`config.mk`:
```
export PLATFORM = sky130hd
export DESIGN_NAME = sram_axi_bridge_flat
export DESIGN_NICKNAME = d
export VERILOG_FILES = /design/src/rtl/sram_axi_bridge_if.sv /design/src/rtl/sram_axi_bridge.sv /design/src/flat_wrapper.sv
export SDC_FILE = /design/constraint.sdc
export NUM_CORES = 1
export LEC_CHECK = 0
export ABC_CLOCK_PERIOD_IN_PS = 3150
export CELL_PAD_IN_SITES_DETAIL_PLACEMENT = 1
export CELL_PAD_IN_SITES_GLOBAL_PLACEMENT = 1
export CORE_AREA = 8 8 159 161
export CTS_CLUSTER_DIAMETER = 120
export DETAILED_ROUTE_END_ITERATION = 8
export DIE_AREA = 0 0 167 169
export PLACE_DENSITY_LB_ADDON = 0.1
export SYNTH_ARGS = -nofsm -noshare
export SYNTH_HDL_FRONTEND = slang
export SYNTH_SLANG_ARGS = --single-unit
```
`constraint.sdc`:
```
create_clock -name clk -period 3.15 [get_ports clk]
set_input_delay 0.63 -clock clk [delete_from_list [all_inputs] [get_ports clk]]
set_output_delay 0.63 -clock clk [all_outputs]
set_load 0.01 [all_outputs]
```
`src/rtl/sram_axi_bridge_if.sv`:
```
// Bus bundle between the core's SRAM-like fetch/data ports, the bridge and the AXI fabric.
// The master modport is the bridge's view; the slave modport is the core plus AXI slave side.
interface sram_axi_bridge_if;
  logic        inst_sram_req;
  logic        inst_sram_wr;
  logic [1:0]  inst_sram_size;
  logic [3:0]  inst_sram_wstrb;
  logic [31:0] inst_sram_addr;
  logic [31:0] inst_sram_wdata;
  logic        inst_sram_addr_ok;
  logic        inst_sram_data_ok;
  logic [31:0] inst_sram_rdata;

  logic        data_sram_req;
  logic        data_sram_wr;
  logic [1:0]  data_sram_size;
  logic [3:0]  data_sram_wstrb;
  logic [31:0] data_sram_addr;
  logic [31:0] data_sram_wdata;
  logic        data_sram_addr_ok;
  logic        data_sram_data_ok;
  logic [31:0] data_sram_rdata;

  logic [3:0]  arid;
  logic [31:0] araddr;
  logic [7:0]  arlen;
  logic [2:0]  arsize;
  logic [1:0]  arburst;
  logic [1:0]  arlock;
  logic [3:0]  arcache;
  logic [2:0]  arprot;
  logic        arvalid;
  logic        arready;

  logic [3:0]  rid;
  logic [31:0] rdata;
  logic [1:0]  rresp;
  logic        rlast;
  logic        rvalid;
  logic        rready;

  logic [3:0]  awid;
  logic [31:0] awaddr;
  logic [7:0]  awlen;
  logic [2:0]  awsize;
  logic [1:0]  awburst;
  logic [1:0]  awlock;
  logic [3:0]  awcache;
  logic [2:0]  awprot;
  logic        awvalid;
  logic        awready;

  logic [3:0]  wid;
  logic [31:0] wdata;
  logic [3:0]  wstrb;
  logic        wlast;
  logic        wvalid;
  logic        wready;

  logic [3:0]  bid;
  logic [1:0]  bresp;
  logic        bvalid;
  logic        bready;

  modport master (
    input  inst_sram_req, inst_sram_wr, inst_sram_size, inst_sram_wstrb,
           inst_sram_addr, inst_sram_wdata,
    output inst_sram_addr_ok, inst_sram_data_ok, inst_sram_rdata,
    input  data_sram_req, data_sram_wr, data_sram_size, data_sram_wstrb,
           data_sram_addr, data_sram_wdata,
    output data_sram_addr_ok, data_sram_data_ok, data_sram_rdata,
    output arid, araddr, arlen, arsize, arburst, arlock, arcache, arprot, arvalid,
    input  arready,
    input  rid, rdata, rresp, rlast, rvalid,
    output rready,
    output awid, awaddr, awlen, awsize, awburst, awlock, awcache, awprot, awvalid,
    input  awready,
    output wid, wdata, wstrb, wlast, wvalid,
    input  wready,
    input  bid, bresp, bvalid,
    output bready
  );

  modport slave (
    output inst_sram_req, inst_sram_wr, inst_sram_size, inst_sram_wstrb,
           inst_sram_addr, inst_sram_wdata,
    input  inst_sram_addr_ok, inst_sram_data_ok, inst_sram_rdata,
    output data_sram_req, data_sram_wr, data_sram_size, data_sram_wstrb,
           data_sram_addr, data_sram_wdata,
    input  data_sram_addr_ok, data_sram_data_ok, data_sram_rdata,
    input  arid, araddr, arlen, arsize, arburst, arlock, arcache, arprot, arvalid,
    output arready,
    output rid, rdata, rresp, rlast, rvalid,
    input  rready,
    input  awid, awaddr, awlen, awsize, awburst, awlock, awcache, awprot, awvalid,
    output awready,
    input  wid, wdata, wstrb, wlast, wvalid,
    output wready,
    output bid, bresp, bvalid,
    input  bready
  );
endinterface

```
`src/rtl/sram_axi_bridge.sv`:
```
// Merges the core's fetch and data SRAM-like ports onto one AXI master; one read in flight
// per port plus one write, responses steered back by ID.
//
// state  | meaning
// W_IDLE | no store in flight; data port may take a store or a load
// W_REQ  | awvalid/wvalid presented, each drops on its own handshake
// W_RESP | AW and W both done, waiting for bvalid
module sram_axi_bridge (
  input  logic clk,
  input  logic resetn,
  sram_axi_bridge_if.master bus
);
  localparam logic [1:0] W_IDLE = 2'd0;
  localparam logic [1:0] W_REQ  = 2'd1;
  localparam logic [1:0] W_RESP = 2'd2;

  logic [1:0]  w_state;
  logic        ar_valid_q;
  logic        ar_id_q;
  logic [31:0] ar_addr_q;
  logic [1:0]  ar_size_q;
  logic        inst_rd_pend;
  logic        data_rd_pend;
  logic        aw_valid_q;
  logic        w_valid_q;
  logic [31:0] aw_addr_q;
  logic [1:0]  aw_size_q;
  logic [3:0]  w_strb_q;
  logic [31:0] w_data_q;

  logic w_idle;
  logic data_rd_ok;
  logic data_wr_ok;
  logic inst_rd_acc;
  logic data_rd_acc;
  logic data_wr_acc;
  logic rsp_inst;
  logic rsp_data;
  logic b_done;
  logic aw_done;
  logic w_done;

  assign w_idle     = (w_state == W_IDLE);
  // Holding loads until W_IDLE keeps a load from overtaking an older store to the same address.
  assign data_rd_ok = !ar_valid_q && !data_rd_pend && w_idle;
  assign data_wr_ok = w_idle && !data_rd_pend && !(ar_valid_q && ar_id_q);

  assign bus.data_sram_addr_ok = bus.data_sram_wr ? data_wr_ok : data_rd_ok;
  assign bus.inst_sram_addr_ok = !ar_valid_q && !inst_rd_pend &&
                                 !(bus.data_sram_req && !bus.data_sram_wr && data_rd_ok);

  assign data_rd_acc = bus.data_sram_req && !bus.data_sram_wr && data_rd_ok;
  assign data_wr_acc = bus.data_sram_req &&  bus.data_sram_wr && data_wr_ok;
  assign inst_rd_acc = bus.inst_sram_req && bus.inst_sram_addr_ok;

  assign rsp_inst = bus.rvalid && (bus.rid == 4'd0);
  assign rsp_data = bus.rvalid && (bus.rid == 4'd1);
  assign b_done   = bus.bvalid && (w_state == W_RESP);

  assign bus.inst_sram_data_ok = rsp_inst;
  assign bus.inst_sram_rdata   = bus.rdata;
  assign bus.data_sram_data_ok = rsp_data || b_done;
  assign bus.data_sram_rdata   = bus.rdata;

  always_ff @(posedge clk or negedge resetn) begin
    if (!resetn) begin
      ar_valid_q <= 1'b0;
      ar_id_q    <= 1'b0;
      ar_addr_q  <= 32'd0;
      ar_size_q  <= 2'd0;
    end else if (data_rd_acc || inst_rd_acc) begin
      ar_valid_q <= 1'b1;
      ar_id_q    <= data_rd_acc;
      ar_addr_q  <= data_rd_acc ? bus.data_sram_addr : bus.inst_sram_addr;
      ar_size_q  <= data_rd_acc ? bus.data_sram_size : bus.inst_sram_size;
    end else if (ar_valid_q && bus.arready) begin
      ar_valid_q <= 1'b0;
    end
  end

  always_ff @(posedge clk or negedge resetn) begin
    if (!resetn) begin
      inst_rd_pend <= 1'b0;
      data_rd_pend <= 1'b0;
    end else begin
      if (inst_rd_acc)   inst_rd_pend <= 1'b1;
      else if (rsp_inst) inst_rd_pend <= 1'b0;
      if (data_rd_acc)   data_rd_pend <= 1'b1;
      else if (rsp_data) data_rd_pend <= 1'b0;
    end
  end

  assign aw_done = !aw_valid_q || bus.awready;
  assign w_done  = !w_valid_q  || bus.wready;

  always_ff @(posedge clk or negedge resetn) begin
    if (!resetn) begin
      w_state    <= W_IDLE;
      aw_valid_q <= 1'b0;
      w_valid_q  <= 1'b0;
      aw_addr_q  <= 32'd0;
      aw_size_q  <= 2'd0;
      w_strb_q   <= 4'd0;
      w_data_q   <= 32'd0;
    end else begin
      case (w_state)
        W_IDLE: begin
          if (data_wr_acc) begin
            aw_addr_q  <= bus.data_sram_addr;
            aw_size_q  <= bus.data_sram_size;
            w_strb_q   <= bus.data_sram_wstrb;
            w_data_q   <= bus.data_sram_wdata;
            aw_valid_q <= 1'b1;
            w_valid_q  <= 1'b1;
            w_state    <= W_REQ;
          end
        end
        W_REQ: begin
          if (aw_valid_q && bus.awready) aw_valid_q <= 1'b0;
          if (w_valid_q && bus.wready)   w_valid_q  <= 1'b0;
          if (aw_done && w_done)         w_state    <= W_RESP;
        end
        W_RESP: begin
          if (bus.bvalid) w_state <= W_IDLE;
        end
        default: w_state <= W_IDLE;
      endcase
    end
  end

  assign bus.arid    = {3'b000, ar_id_q};
  assign bus.araddr  = ar_addr_q;
  assign bus.arsize  = {1'b0, ar_size_q};
  assign bus.arvalid = ar_valid_q;
  assign bus.arlen   = 8'd0;
  assign bus.arburst = 2'b01;
  assign bus.arlock  = 2'b00;
  assign bus.arcache = 4'd0;
  assign bus.arprot  = 3'd0;
  assign bus.rready  = 1'b1;

  assign bus.awid    = 4'd1;
  assign bus.awaddr  = aw_addr_q;
  assign bus.awsize  = {1'b0, aw_size_q};
  assign bus.awvalid = aw_valid_q;
  assign bus.awlen   = 8'd0;
  assign bus.awburst = 2'b01;
  assign bus.awlock  = 2'b00;
  assign bus.awcache = 4'd0;
  assign bus.awprot  = 3'd0;

  assign bus.wid     = 4'd1;
  assign bus.wdata   = w_data_q;
  assign bus.wstrb   = w_strb_q;
  assign bus.wlast   = 1'b1;
  assign bus.wvalid  = w_valid_q;
  assign bus.bready  = 1'b1;

  logic unused_ok;
  assign unused_ok = ^{bus.inst_sram_wr, bus.inst_sram_wstrb, bus.inst_sram_wdata,
                       bus.rresp, bus.rlast, bus.bid, bus.bresp};
endmodule

```
`src/flat_wrapper.sv`:
```
// flat-port wrapper written by rule: the top's interface ports become plain ports
module sram_axi_bridge_flat 
  (clk, resetn, bus_inst_sram_req, bus_inst_sram_wr, bus_inst_sram_size, bus_inst_sram_wstrb, bus_inst_sram_addr, bus_inst_sram_wdata, bus_inst_sram_addr_ok, bus_inst_sram_data_ok, bus_inst_sram_rdata, bus_data_sram_req, bus_data_sram_wr, bus_data_sram_size, bus_data_sram_wstrb, bus_data_sram_addr, bus_data_sram_wdata, bus_data_sram_addr_ok, bus_data_sram_data_ok, bus_data_sram_rdata, bus_arid, bus_araddr, bus_arlen, bus_arsize, bus_arburst, bus_arlock, bus_arcache, bus_arprot, bus_arvalid, bus_arready, bus_rid, bus_rdata, bus_rresp, bus_rlast, bus_rvalid, bus_rready, bus_awid, bus_awaddr, bus_awlen, bus_awsize, bus_awburst, bus_awlock, bus_awcache, bus_awprot, bus_awvalid, bus_awready, bus_wid, bus_wdata, bus_wstrb, bus_wlast, bus_wvalid, bus_wready, bus_bid, bus_bresp, bus_bvalid, bus_bready);
  sram_axi_bridge_if bus_i ();
  input  logic clk;
  input  logic resetn;
  input wire logic [$bits(bus_i.inst_sram_req)-1:0] bus_inst_sram_req;
  input wire logic [$bits(bus_i.inst_sram_wr)-1:0] bus_inst_sram_wr;
  input wire logic [$bits(bus_i.inst_sram_size)-1:0] bus_inst_sram_size;
  input wire logic [$bits(bus_i.inst_sram_wstrb)-1:0] bus_inst_sram_wstrb;
  input wire logic [$bits(bus_i.inst_sram_addr)-1:0] bus_inst_sram_addr;
  input wire logic [$bits(bus_i.inst_sram_wdata)-1:0] bus_inst_sram_wdata;
  output wire logic [$bits(bus_i.inst_sram_addr_ok)-1:0] bus_inst_sram_addr_ok;
  output wire logic [$bits(bus_i.inst_sram_data_ok)-1:0] bus_inst_sram_data_ok;
  output wire logic [$bits(bus_i.inst_sram_rdata)-1:0] bus_inst_sram_rdata;
  input wire logic [$bits(bus_i.data_sram_req)-1:0] bus_data_sram_req;
  input wire logic [$bits(bus_i.data_sram_wr)-1:0] bus_data_sram_wr;
  input wire logic [$bits(bus_i.data_sram_size)-1:0] bus_data_sram_size;
  input wire logic [$bits(bus_i.data_sram_wstrb)-1:0] bus_data_sram_wstrb;
  input wire logic [$bits(bus_i.data_sram_addr)-1:0] bus_data_sram_addr;
  input wire logic [$bits(bus_i.data_sram_wdata)-1:0] bus_data_sram_wdata;
  output wire logic [$bits(bus_i.data_sram_addr_ok)-1:0] bus_data_sram_addr_ok;
  output wire logic [$bits(bus_i.data_sram_data_ok)-1:0] bus_data_sram_data_ok;
  output wire logic [$bits(bus_i.data_sram_rdata)-1:0] bus_data_sram_rdata;
  output wire logic [$bits(bus_i.arid)-1:0] bus_arid;
  output wire logic [$bits(bus_i.araddr)-1:0] bus_araddr;
  output wire logic [$bits(bus_i.arlen)-1:0] bus_arlen;
  output wire logic [$bits(bus_i.arsize)-1:0] bus_arsize;
  output wire logic [$bits(bus_i.arburst)-1:0] bus_arburst;
  output wire logic [$bits(bus_i.arlock)-1:0] bus_arlock;
  output wire logic [$bits(bus_i.arcache)-1:0] bus_arcache;
  output wire logic [$bits(bus_i.arprot)-1:0] bus_arprot;
  output wire logic [$bits(bus_i.arvalid)-1:0] bus_arvalid;
  input wire logic [$bits(bus_i.arready)-1:0] bus_arready;
  input wire logic [$bits(bus_i.rid)-1:0] bus_rid;
  input wire logic [$bits(bus_i.rdata)-1:0] bus_rdata;
  input wire logic [$bits(bus_i.rresp)-1:0] bus_rresp;
  input wire logic [$bits(bus_i.rlast)-1:0] bus_rlast;
  input wire logic [$bits(bus_i.rvalid)-1:0] bus_rvalid;
  output wire logic [$bits(bus_i.rready)-1:0] bus_rready;
  output wire logic [$bits(bus_i.awid)-1:0] bus_awid;
  output wire logic [$bits(bus_i.awaddr)-1:0] bus_awaddr;
  output wire logic [$bits(bus_i.awlen)-1:0] bus_awlen;
  output wire logic [$bits(bus_i.awsize)-1:0] bus_awsize;
  output wire logic [$bits(bus_i.awburst)-1:0] bus_awburst;
  output wire logic [$bits(bus_i.awlock)-1:0] bus_awlock;
  output wire logic [$bits(bus_i.awcache)-1:0] bus_awcache;
  output wire logic [$bits(bus_i.awprot)-1:0] bus_awprot;
  output wire logic [$bits(bus_i.awvalid)-1:0] bus_awvalid;
  input wire logic [$bits(bus_i.awready)-1:0] bus_awready;
  output wire logic [$bits(bus_i.wid)-1:0] bus_wid;
  output wire logic [$bits(bus_i.wdata)-1:0] bus_wdata;
  output wire logic [$bits(bus_i.wstrb)-1:0] bus_wstrb;
  output wire logic [$bits(bus_i.wlast)-1:0] bus_wlast;
  output wire logic [$bits(bus_i.wvalid)-1:0] bus_wvalid;
  input wire logic [$bits(bus_i.wready)-1:0] bus_wready;
  input wire logic [$bits(bus_i.bid)-1:0] bus_bid;
  input wire logic [$bits(bus_i.bresp)-1:0] bus_bresp;
  input wire logic [$bits(bus_i.bvalid)-1:0] bus_bvalid;
  output wire logic [$bits(bus_i.bready)-1:0] bus_bready;
  assign bus_i.inst_sram_req = bus_inst_sram_req;
  assign bus_i.inst_sram_wr = bus_inst_sram_wr;
  assign bus_i.inst_sram_size = bus_inst_sram_size;
  assign bus_i.inst_sram_wstrb = bus_inst_sram_wstrb;
  assign bus_i.inst_sram_addr = bus_inst_sram_addr;
  assign bus_i.inst_sram_wdata = bus_inst_sram_wdata;
  assign bus_inst_sram_addr_ok = bus_i.inst_sram_addr_ok;
  assign bus_inst_sram_data_ok = bus_i.inst_sram_data_ok;
  assign bus_inst_sram_rdata = bus_i.inst_sram_rdata;
  assign bus_i.data_sram_req = bus_data_sram_req;
  assign bus_i.data_sram_wr = bus_data_sram_wr;
  assign bus_i.data_sram_size = bus_data_sram_size;
  assign bus_i.data_sram_wstrb = bus_data_sram_wstrb;
  assign bus_i.data_sram_addr = bus_data_sram_addr;
  assign bus_i.data_sram_wdata = bus_data_sram_wdata;
  assign bus_data_sram_addr_ok = bus_i.data_sram_addr_ok;
  assign bus_data_sram_data_ok = bus_i.data_sram_data_ok;
  assign bus_data_sram_rdata = bus_i.data_sram_rdata;
  assign bus_arid = bus_i.arid;
  assign bus_araddr = bus_i.araddr;
  assign bus_arlen = bus_i.arlen;
  assign bus_arsize = bus_i.arsize;
  assign bus_arburst = bus_i.arburst;
  assign bus_arlock = bus_i.arlock;
  assign bus_arcache = bus_i.arcache;
  assign bus_arprot = bus_i.arprot;
  assign bus_arvalid = bus_i.arvalid;
  assign bus_i.arready = bus_arready;
  assign bus_i.rid = bus_rid;
  assign bus_i.rdata = bus_rdata;
  assign bus_i.rresp = bus_rresp;
  assign bus_i.rlast = bus_rlast;
  assign bus_i.rvalid = bus_rvalid;
  assign bus_rready = bus_i.rready;
  assign bus_awid = bus_i.awid;
  assign bus_awaddr = bus_i.awaddr;
  assign bus_awlen = bus_i.awlen;
  assign bus_awsize = bus_i.awsize;
  assign bus_awburst = bus_i.awburst;
  assign bus_awlock = bus_i.awlock;
  assign bus_awcache = bus_i.awcache;
  assign bus_awprot = bus_i.awprot;
  assign bus_awvalid = bus_i.awvalid;
  assign bus_i.awready = bus_awready;
  assign bus_wid = bus_i.wid;
  assign bus_wdata = bus_i.wdata;
  assign bus_wstrb = bus_i.wstrb;
  assign bus_wlast = bus_i.wlast;
  assign bus_wvalid = bus_i.wvalid;
  assign bus_i.wready = bus_wready;
  assign bus_i.bid = bus_bid;
  assign bus_i.bresp = bus_bresp;
  assign bus_i.bvalid = bus_bvalid;
  assign bus_bready = bus_i.bready;
  sram_axi_bridge u_core (.clk(clk), .resetn(resetn), .bus(bus_i));
endmodule
```
==> impl_metrics.tcl, run 1 <==
set metrics [dict create \
    synth_top_area_cell "dfrtp_1" \
    final.setup_skew_ns 0.01788 \
    grt_start_max_net_pins 49 \
    syn_to_final_growth_pct 38.54 \
    holdCritPathClass "in2async" \
    yosys-top-cells-area "dfrtp_1 48%, mux2_4 17%, buf_4 15%" \
    drc 0 \
    end_kind "primary output" \
    port_buffers 229 \
    row_count 56 \
    synthXorXnorAreaFrac_pct 0 \
    instances_no_fill 882 \
    post-route-period-util_pct 91.97 \
    path_max_fanout 3 \
    wire_per_inst_um 19.78 \
    placed_cells 867 \
    cts_inserted_buffers 9 \
    synthAdderAreaFrac_pct 0 \
    final_cell_mix "227 x clkdlybuf4s50_1, 112 x dfrtp_1, 71 x mux2_2, 67 x mux2_4, 54 x conb_1" \
    hold_viol 0 \
    hold_slack_ns 0.2451 \
    drive_gt1_share_pct 28.55 \
    clk_latency_ns 0.35 \
    nFillCells 2444 \
    fp.dieW_um 167 \
    initial_core_util_pct 25.58 \
    clock_path_buffers 2 \
    fmax_mhz 345.2 \
    power_density_nw_per_um2 946.9 \
    ant_nets 0 \
    synth_area_per_cell_sq_um 13.92 \
    cp.arrival_ns 2.27 \
    htree_levels 3 \
    finalMaxSlewViolations 0 \
    slew_headroom_pct 61.37 \
    synthMuxAreaShare_pct 30.81 \
    netlist_area_sq_um 5861 \
    cts.reportedPaths.clkPinSlew_ns 0.08 \
    r2r_start "u_core.w_state[0]" \
    peakVddDrop_uv 334.1 \
    rsz0062_at_grt "false" \
    coreArea_sq_um 22910 \
    gr-total-overflow 0 \
    grt_pass1_wl_um 27210 \
    cts_sinks 112 \
    syn_inst 421 \
    synth_top_family_by_area "multiplexers" \
    maxCapViolations 0 \
    first_global_vias 4332 \
    crit_start "bus_data_sram_wr" \
    fin_crit_ns 2.897 \
    hold_buffers 0 \
    die_h_um 169 \
    status "finished clean" \
    io_pins 426 \
    tightest_slew_ns 0.5784 \
    ys_types 27 \
    critPathKind "in2out" \
    cts_tree "yes" \
    ys_seq_area_share_pct 47.82 \
    avgViaCountPerCell 4.042 \
    gp_congestion 0.6689 \
    num_vias 3565 \
    drt-pass1-iter-count 4 \
    synth_top_area_share_pct 47.82 \
    ys_warn_count 0 \
    layout_commonest_cell "clkdlybuf4s50_1" \
    synth-seq-cells 112 \
    die_area_sq_um 28220 \
    synth-simple-area-share_pct 2.327 \
    antenna_found_initial 0 \
    p_total_w 0.007688 \
    finalWirelength_um 17440 \
    synth_compound_area_share_pct 1.196 \
    num-nets-final 784 \
    dpl.hpwl_um 13410 \
    setup_tns_ns 0 \
    diodes 0 \
    cts_root_buffer "clkbuf_16" \
    setup_viol 0 \
    drt-initial-drc-count 78 \
    required_ns 2.52 \
    p_leak_nw 3.644 \
    grt.total_usage_pct 12.44 \
    crit_path_start_kind "input pin" \
]
stage by stage:
stage / setup WS (ns) / util [%] / area [sq um]
6_report: 0.2528 / 35.44 / 8119
5_1_grt: 0.1780 / 35.44 / 8119
4_1_cts: 0.05112 / 35.42 / 8117
3_5_place_dp: 0.05111 / 34.15 / 7824
3_3_place_gp: 0.03439 / 34.15 / 7824
2_1_floorplan: 0.9902 / - / 6056
metal layers:
| metal | vias to the layer above | global-route usage (%) | wire, um |
|---|---|---|---|
| met5 | - | 0 | 0 |
| met2 | 184 | 19.18 | 8021 |
| met4 | 0 | 3.290 | 222 |
| met3 | 28 | 8.176 | 2356 |
| li1 | 1589 | - | - |
| met1 | 1764 | 13.96 | 6843 |
cells in the mapped netlist:
master and n:
conb_1 2, and3_2 1, a22oi_1 1, nand2_1 5
nor4_1 1, nor2_1 2, a21oi_1 1, buf_4 121
a31o_2 1, inv_1 7, buf_6 7, a21boi_0 1
nand4_4 1, mux2_2 71, nor3_4 1, dfrtp_1 112
a21o_1 1, nand3_4 1, o2bb2ai_1 1, or2b_1 1
nor3_1 2, nor3b_1 1, o21ai_0 5, or4b_2 1
nand2b_1 1, mux2_4 67, buf_2 5
cells by family after synthesis:
| family | count (synthesis) |
|---|---|
| AO/OA/AOI/OAI | 11 |
| buffers and inverters | 140 |
| flip-flops | 112 |
| multiplexers | 138 |
| AND/OR/NAND/NOR | 18 |
| other | 2 |
sequential cells by signal, indices dropped and copies added, names as in the netlist:
name	flops
u_core.bus.awaddr	32
u_core.bus.wstrb	4
u_core.w_state	2
u_core.aw_size_q	2
u_core.inst_rd_pend	1
u_core.ar_id_q	1
u_core.bus.arvalid	1
u_core.bus.awvalid	1
u_core.ar_size_q	2
u_core.bus.araddr	32
u_core.bus.wvalid	1
u_core.data_rd_pend	1
u_core.bus.wdata	32
power breakdown:
part | internal, W | switching (W)
combinational | 0.00251 | 0.00138
sequential | 0.00217 | 0.000440
clock | 0.000619 | 0.000564
layout make-up:
type                    instances  area, sq um  share of cell area (%)
well taps                     290        362.8                   4.469
clock buffers                   9        225.2                   2.774
clock inverters                 6        67.56                  0.8322
multi-input cells             221         2220                   27.34
inverters                       7        26.28                  0.3236
repair buffers                237         2415                   29.74
flip-flops and latches        112         2803                   34.52
what timing repair did:
| item | in CTS | in global routing |
|---|---|---|
| endpoints found under the setup margin | 0 | 1 |
| endpoints found under the hold margin | 0 | 0 |
| setup buffers | 0 | 0 |
| resized for setup | 0 | 1 |
final timing paths:
| kind | end | slack [ns] | cells past startpoint |
|---|---|---|---|
| hold reg to reg | u_core.bus.awaddr[14] | 0.51 | 1 |
| max in group asynchronous | u_core.bus.wdata[13] | 2.09 | 2 |
| hold / removal | u_core.bus.wdata[24] | 0.25 | 1 |
| min in group clk | u_core.bus.awaddr[14] | 0.51 | 1 |
| setup reg to reg | u_core.bus.awaddr[4] | 1.01 | 4 |
| setup / recovery | bus_inst_sram_addr_ok | 0.25 | 5 |
critical path, cell delays in order:
cell             delay, ns
clkdlybuf4s50_1       0.55
nor2_1                0.11
and3_2                0.24
nor3_1                0.15
clkdlybuf4s50_1       0.58
No activity file was read; power rests on OpenSTA's default activity.
==> inputs of run 2 (changes only) <==
--- a/config.mk
+++ b/config.mk
@@ -8,10 +8,13 @@
 export ABC_CLOCK_PERIOD_IN_PS = 3150
 export CELL_PAD_IN_SITES_DETAIL_PLACEMENT = 1
 export CELL_PAD_IN_SITES_GLOBAL_PLACEMENT = 1
-export CORE_AREA = 8 8 159 161
+export CORE_ASPECT_RATIO = 0.8
+export CORE_MARGIN = 8
+export CORE_UTILIZATION = 28
 export CTS_CLUSTER_DIAMETER = 120
+export CTS_CLUSTER_SIZE = 8
 export DETAILED_ROUTE_END_ITERATION = 8
-export DIE_AREA = 0 0 167 169
+export GPL_TIMING_DRIVEN = 0
 export PLACE_DENSITY_LB_ADDON = 0.1
 export SYNTH_ARGS = -nofsm -noshare
 export SYNTH_HDL_FRONTEND = slang
==> impl_metrics.tcl, run 2 (same netlist as run 1, synthesis figures left out) <==
set metrics [dict create \
    num-nets-final 974 \
    initial_core_util_pct 28.39 \
    post-route-period-util_pct 92.10 \
    gr-total-overflow 0 \
    row_count 47 \
    dpl.hpwl_um 16260 \
    cts_setup_buffers 0 \
    critPathKind "in2out" \
    antenna_found_initial 1 \
    cts_sinks 112 \
    diodes 0 \
    p_leak_nw 4.516 \
    drive_gt1_share_pct 37.68 \
    avgViaCountPerCell 4.062 \
    cp.arrival_ns 2.27 \
    ant_nets 0 \
    max_stage_delay_ns 0.58 \
    nFillCells 2175 \
    crit_path_start_kind "input pin" \
    final.setup_skew_ns 0.006626 \
    drc 0 \
    worst_slack_ns 0.2489 \
    rrSetupSlack_ns 1.13 \
    seq_area_sq_um 2803 \
    hold_viol 0 \
    pre_cts_slack_ns -0.03512 \
    drt-pass1-iter-count 4 \
    end_kind "primary output" \
    hold_buffers 0 \
    status "finished clean" \
    layout_commonest_cell "clkdlybuf4s50_1" \
    fp.dieW_um 177.8 \
    drt-initial-drc-count 114 \
    clk_latency_ns 0.35 \
    multiInputGateArea_sq_um 2215 \
    maxCapViolations 0 \
    grt_start_max_net_pins 65 \
    htree_levels 3 \
    path_max_fanout 3 \
    path_buf_inv 2 \
    critPathSlowestCell "clkdlybuf4s50_1" \
    power_density_nw_per_um2 825.0 \
    syn_to_final_growth_pct 64.94 \
    peakVddDrop_uv 375.4 \
    rsz0062_at_grt "false" \
    final_core_util_pct 46.83 \
    cts_tree "yes" \
    final_cell_mix "291 x clkdlybuf4s50_1, 121 x buf_4, 112 x dfrtp_1, 71 x mux2_2, 67 x mux2_4" \
    fmax_mhz 344.7 \
    cp_cell_sequence "clkdlybuf4s50_1, nor2_1, and3_2, nor3_1, clkdlybuf4s50_1" \
    cts.reportedPaths.clkPinSlew_ns 0.08 \
    setup_viol 0 \
    cts.repair.resized 1 \
    gp_congestion 0.7160 \
    die_area_sq_um 25840 \
    num_vias 4273 \
    port_buffers 293 \
    cts_root_buffer "clkbuf_16" \
    grt.total_usage_pct 15.20 \
    finalWirelength_um 19990 \
    io_pins 426 \
    first_global_vias 4947 \
    cts_inserted_buffers 9 \
    fin_crit_ns 2.901 \
    required_ns 2.52 \
    die_h_um 145.4 \
    finalMaxSlewViolations 0 \
    clock_path_buffers 2 \
    cpMostUsedCell "clkdlybuf4s50_1" \
    coreArea_sq_um 20640 \
    grt_pass1_wl_um 30320 \
    holdCritPathClass "in2async" \
    wire_per_inst_um 19.00 \
    cp_top_family "buffers and inverters" \
]
==> run 2: where the power goes <==
part | switching, W | leakage [nW] | internal, W
sequential | 0.000437 | 1.33 | 0.00217
clock | 0.000553 | 0.157 | 0.000668
combinational | 0.00147 | 3.03 | 0.00268
==> run 2: worst register-to-register path: cells and delay by family, from the launching register on <==
kind,cells,cell delay [ns]
buffers and inverters,2,0.63
multiplexers,2,0.62
flip-flops,1,0.46
AND/OR/NAND/NOR,1,0.19
==> run 2: final timing paths <==
path	startpoint	endpoint	depth (start not counted)
worst max-delay path	bus_data_sram_wr	bus_inst_sram_addr_ok	5
worst min-delay path	resetn	u_core.bus.awaddr[22]	1
worst max register to register	u_core.bus.arvalid	u_core.bus.araddr[25]	5
worst min register to register	u_core.bus.wdata[0]	u_core.bus.wdata[0]	1
max in group asynchronous	resetn	u_core.bus.awaddr[9]	2
min in group clk	u_core.bus.wdata[0]	u_core.bus.wdata[0]	1
==> run 2: cell type report <==
class	instances	area share, %
flip-flops and latches	112	28.99
well taps	269	3.482
clock inverters	5	0.6342
plain buffers	133	10.47
clock buffers	11	2.615
repair buffers	294	30.62
inverters	7	0.2718
multi-input cells	221	22.91
==> run 2: metrics by stage <==
stage / TNS, ns / power, W / cells / area, sq um / hold WS (ns)
2_1_floorplan: 0 / 0.004623 / 473 / 6056 / 0.3344
3_3_place_gp: -355.36 / 0.006718 / 1035 / 9325 / 0.4924
3_5_place_dp: -0.03512 / 0.006837 / 1036 / 9354 / 0.4924
4_1_cts: 0 / 0.008125 / 1052 / 9667 / 0.2229
5_1_grt: 0 / 0.008488 / 1052 / 9667 / 0.2394
6_report: 0 / 0.007975 / 1052 / 9667 / 0.2095
==> run 2: layer usage <==
metal | vias up | share of wire (%) | GRT usage [%]
li1 | 1972 | - | -
met1 | 2081 | 36 | 15.90
met2 | 200 | 51 | 26.87
met3 | 18 | 12 | 7.495
met4 | 2 | 1.4 | 3.454
met5 | - | 0.075 | 0
